===== config.mk =====
export PLATFORM = sky130hd
export DESIGN_NAME = zion_clr_skid_reg
export DESIGN_NICKNAME = d
export VERILOG_FILES = /design/src/rtl/zion_clr_skid_reg.sv
export SDC_FILE = /design/constraint.sdc
export NUM_CORES = 1
export LEC_CHECK = 0
export ABC_CLOCK_PERIOD_IN_PS = 1500
export CORE_MARGIN = 2
export CORE_UTILIZATION = 50
export CTS_CLUSTER_SIZE = 28
export DETAILED_ROUTE_END_ITERATION = 12
export PLACE_DENSITY = 0.82
export SYNTH_ARGS = -nofsm -noshare
export SYNTH_HDL_FRONTEND = slang
export SYNTH_SLANG_ARGS = --single-unit

===== constraint.sdc =====
create_clock -name clk -period 1.5 [get_ports clk]
set_input_delay 0.225 -clock clk [delete_from_list [all_inputs] [get_ports clk]]
set_output_delay 0.225 -clock clk [all_outputs]
set_load 0.02 [all_outputs]

===== src/rtl/zion_clr_skid_reg.sv =====
// Two-entry valid/ready register slice with synchronous clear and a configurable idle value.
// The main register drives the downstream side; a skid register absorbs the one beat that
// can arrive after the downstream side stalls, so upstream ready can be registered.
module zion_clr_skid_reg #(
  parameter int unsigned          WIDTH_DAT = 32,
  parameter logic [WIDTH_DAT-1:0] INI_DATA  = '0
) (
  input  logic                 clk,
  input  logic                 rst,
  input  logic                 iClr,
  input  logic                 iVld,
  output logic                 oRdy,
  input  logic [WIDTH_DAT-1:0] iDat,
  output logic                 oVld,
  input  logic                 iRdy,
  output logic [WIDTH_DAT-1:0] oDat,
  output logic [1:0]           oCnt
);

  // Encoding doubles as the held-beat count.
  typedef enum logic [1:0] {
    StEmpty = 2'd0,
    StOne   = 2'd1,
    StFull  = 2'd2
  } state_e;

  state_e               state_q, state_d;
  logic [WIDTH_DAT-1:0] mainDat_q, mainDat_d;
  logic [WIDTH_DAT-1:0] skidDat_q, skidDat_d;
  logic                 rdy_q, rdy_d;
  logic                 inXfer, outXfer;

  // Ready only depends on registered state plus reset/clear gating.
  assign oRdy    = rdy_q & ~rst & ~iClr;
  assign oVld    = (state_q != StEmpty);
  assign oDat    = mainDat_q;
  assign oCnt    = state_q;
  assign inXfer  = iVld & oRdy;
  assign outXfer = oVld & iRdy;

  // Next-state and storage update; clear overrides the normal transitions.
  always_comb begin
    state_d   = state_q;
    mainDat_d = mainDat_q;
    skidDat_d = skidDat_q;
    case (state_q)
      StEmpty: begin
        if (inXfer) begin
          state_d   = StOne;
          mainDat_d = iDat;
        end
      end
      StOne: begin
        if (inXfer && outXfer) begin
          mainDat_d = iDat;
        end else if (inXfer) begin
          state_d   = StFull;
          skidDat_d = iDat;
        end else if (outXfer) begin
          state_d   = StEmpty;
          mainDat_d = INI_DATA;
        end
      end
      StFull: begin
        if (outXfer) begin
          state_d   = StOne;
          mainDat_d = skidDat_q;
        end
      end
      default: begin
        state_d   = StEmpty;
        mainDat_d = INI_DATA;
        skidDat_d = INI_DATA;
      end
    endcase
    // An out-transfer in this cycle still completes; whatever remains is dropped.
    if (iClr) begin
      state_d   = StEmpty;
      mainDat_d = INI_DATA;
      skidDat_d = INI_DATA;
    end
    rdy_d = (state_d != StFull);
  end

  // State registers with synchronous reset.
  always_ff @(posedge clk) begin
    if (rst) begin
      state_q   <= StEmpty;
      mainDat_q <= INI_DATA;
      skidDat_q <= INI_DATA;
      rdy_q     <= 1'b1;
    end else begin
      state_q   <= state_d;
      mainDat_q <= mainDat_d;
      skidDat_q <= skidDat_d;
      rdy_q     <= rdy_d;
    end
  end

endmodule


==> impl_metrics.toml <==
[status]
run_status = "completed"

[timing]
fin_crit_ps = 1471
rsz0062_at_grt = "true"
max_freq_mhz = 679.9
hold_violations = 0
finClkSkew_ps = 4.553
fin_crit_sh = 0.9805
worst_pin_slew_ps = 304.7
maxSlewViolCount = 0
max-slew-margin-rel = 0.7969
tns_ps = 0
setup_viol = 0

[floorplan]
die_h_um = 84.65
rows = 29
start_util = 0.5151
ioPinCount = 73
die-width_um = 84.65
die_area_um2 = 7165
core_um2 = 6314

[global_routing]
grt_pass1_wl_um = 13630
antenna_found_initial = 0
grt_pass1_vias = 2716
gr-total-overflow = 0
grt_max_degree = 33
grt_use_total = 0.2347

[cts]
clk_latency_ps = 340
cts.root.buffer_cell = "clkbuf_8"
clk_path_buf_depth = 2
clock-sinks = 67
cts_htree_levels = 3
cts_tree = "built"
cts_buffers = 9
cts.clk_slew.worst_paths_ps = 70

[yosys]
syn_inst = 321
yosysSeqAreaShare = 0.4125
syn_nets = 358
syn-cell-area_um2 = 3252
yosys_warnings = 0
syn_area_per_cell_um2 = 10.13
synth_seq_cells = 67
synth_cell_types = 32

[placement]
place.gp.congestion = 0.7829
dp.cells = 464
dp_hpwl_um = 5198
portBuffers = 72

[layout]
areaGrowthSynthToFinish_pct = 41.48
layout_common_cells = "dfxtp_1, inv_1, mux2i_1"
diodes = 0
drive_gt1_frac = 0.2524
nets = 448
final_common_cell = "dfxtp_1"
layout.cells.non_filler = 493

[setup_path]
critPathArrivalTime_ps = 1700
start_kind = "flip-flop"
critPathCaptureType = "flip-flop"
worstPathMaxFanout = 25
path_class = "flip-flop to flip-flop"
required_ps = 1730

[route]
drtAntennaViolNets = 0
dr_total_vias = 2908
viasPerCell = 5.899
drtPass1Iterations = 4
drc_errors = 0
wl_um = 8927
drtIter0Drc = 205
wire_per_inst_um = 18.11

[power_and_ir_drop]
powerDensity_nw_per_um2 = 882.7
peakVddDrop_v = 0.0007016
p_leak_uw = 0.001985

[min_path]
hold_class = "flip-flop to flip-flop"

[job]
drv_cap = 0
## layer usage
| metal | track usage | vias to the layer above | part of all wire |
|---|---|---|---|
| li1 | - | 1360 | - |
| met1 | 0.3174 | 1440 | 0.45 |
| met2 | 0.3780 | 100 | 0.48 |
| met3 | 0.05015 | 8 | 0.059 |
| met4 | 0.07071 | 0 | 0.0094 |
| met5 | 0 | - | 0 |
## cell type report
type	instances	area [um^2]
Timing Repair Buffer	112	1184
Clock inverter	4	48.80
Fill cell	464	1713
Clock buffer	12	155.1
Multi-Input combinational cell	186	1635
Inverter	35	131.4
Tap cell	77	96.34
Sequential cell	67	1350
## cells in the mapped netlist
cell type | n | share of area
dfxtp_1 | 67 | 0.41
inv_1 | 35 | 0.040
mux2i_1 | 34 | 0.10
a22o_1 | 32 | 0.086
nor2_1 | 25 | 0.029
a22oi_1 | 20 | 0.046
o32ai_1 | 20 | 0.054
buf_2 | 12 | 0.018
nor2_2 | 11 | 0.021
a22oi_2 | 10 | 0.038
o32ai_2 | 10 | 0.050
buf_4 | 8 | 0.018
buf_6 | 6 | 0.021
clkbuf_1 | 6 | 0.0069
a21oi_1 | 4 | 0.0062
nand2_1 | 3 | 0.0035
nor3_1 | 2 | 0.0031
o21ai_1 | 2 | 0.0031
a21oi_4 | 1 | 0.0050
a22o_2 | 1 | 0.0031
and3_1 | 1 | 0.0019
and3b_1 | 1 | 0.0027
and4bb_2 | 1 | 0.0038
buf_1 | 1 | 0.0012
maj3_2 | 1 | 0.0035
nand2b_1 | 1 | 0.0019
nand4b_1 | 1 | 0.0027
nor2b_1 | 1 | 0.0019
o21bai_1 | 1 | 0.0023
o22a_1 | 1 | 0.0027
or2_1 | 1 | 0.0019
xor2_1 | 1 | 0.0027
## worst max-delay path, cell delays in order (launching register included)
cell	delay [ps]
dfxtp_4	390
buf_4	160
xor2_1	130
a22o_2	250
buf_12	180
a22oi_2	180
nor2_1	60
## sequential cells by signal (all words and copies together) (netlist names)
signal     flops
oCnt           2
rdy_q          1
skidDat_q     32
oDat          32
## repair_timing
item / in CTS / in global routing
gates resized for setup: 47 / 20
cloned: 1 / 4
setup endpoints to repair: 83 / 50
hold buffers: 0 / 0
pin swaps: 0 / 6
setup buffers: 2 / 7
## cell families after synthesis
logic type | share of synthesized area
compound gates | 0.2970
xor+xnor | 0.002694
fa+ha+maj | 0.003463
buf+inv | 0.1062
flops | 0.4125
mux | 0.1047
simple gates | 0.07350
## report_power, final
part | internal, uW | switching, uW
Combinational | 345 | 354
Sequential | 1800 | 19.3
Clock | 857 | 686
Total | 3000 | 1060
## path summary, 6_finish.rpt
check / startpoint / endpoint / slack [ps] / cells after the start
max: oCnt[1]$_SDFF_PP0_ / oDat[17]$_SDFFE_PP0P_ / 30 / 6
min: oDat[31]$_SDFFE_PP0P_ / oDat[31]$_SDFFE_PP0P_ / 460 / 2
max reg2reg: oCnt[1]$_SDFF_PP0_ / oDat[17]$_SDFFE_PP0P_ / 30 / 6
min reg2reg: oDat[31]$_SDFFE_PP0P_ / oDat[31]$_SDFFE_PP0P_ / 460 / 2
## metrics by stage
stage	hold slack, ps	cell area, um^2	utilization	worst slack, ps	power, uW
after floorplan	350.5	3253	-	18.31	2208
after global placement	443.7	4146	0.6568	-369.2	2464
after detailed placement	450.8	4146	0.6568	-450.0	2477
after CTS	460.2	4410	0.6986	-33.59	4002
after global routing	487.7	4601	0.7287	-37.97	4201
final	456.1	4601	0.7287	29.23	4061
No activity file was read; power rests on OpenSTA's default activity.
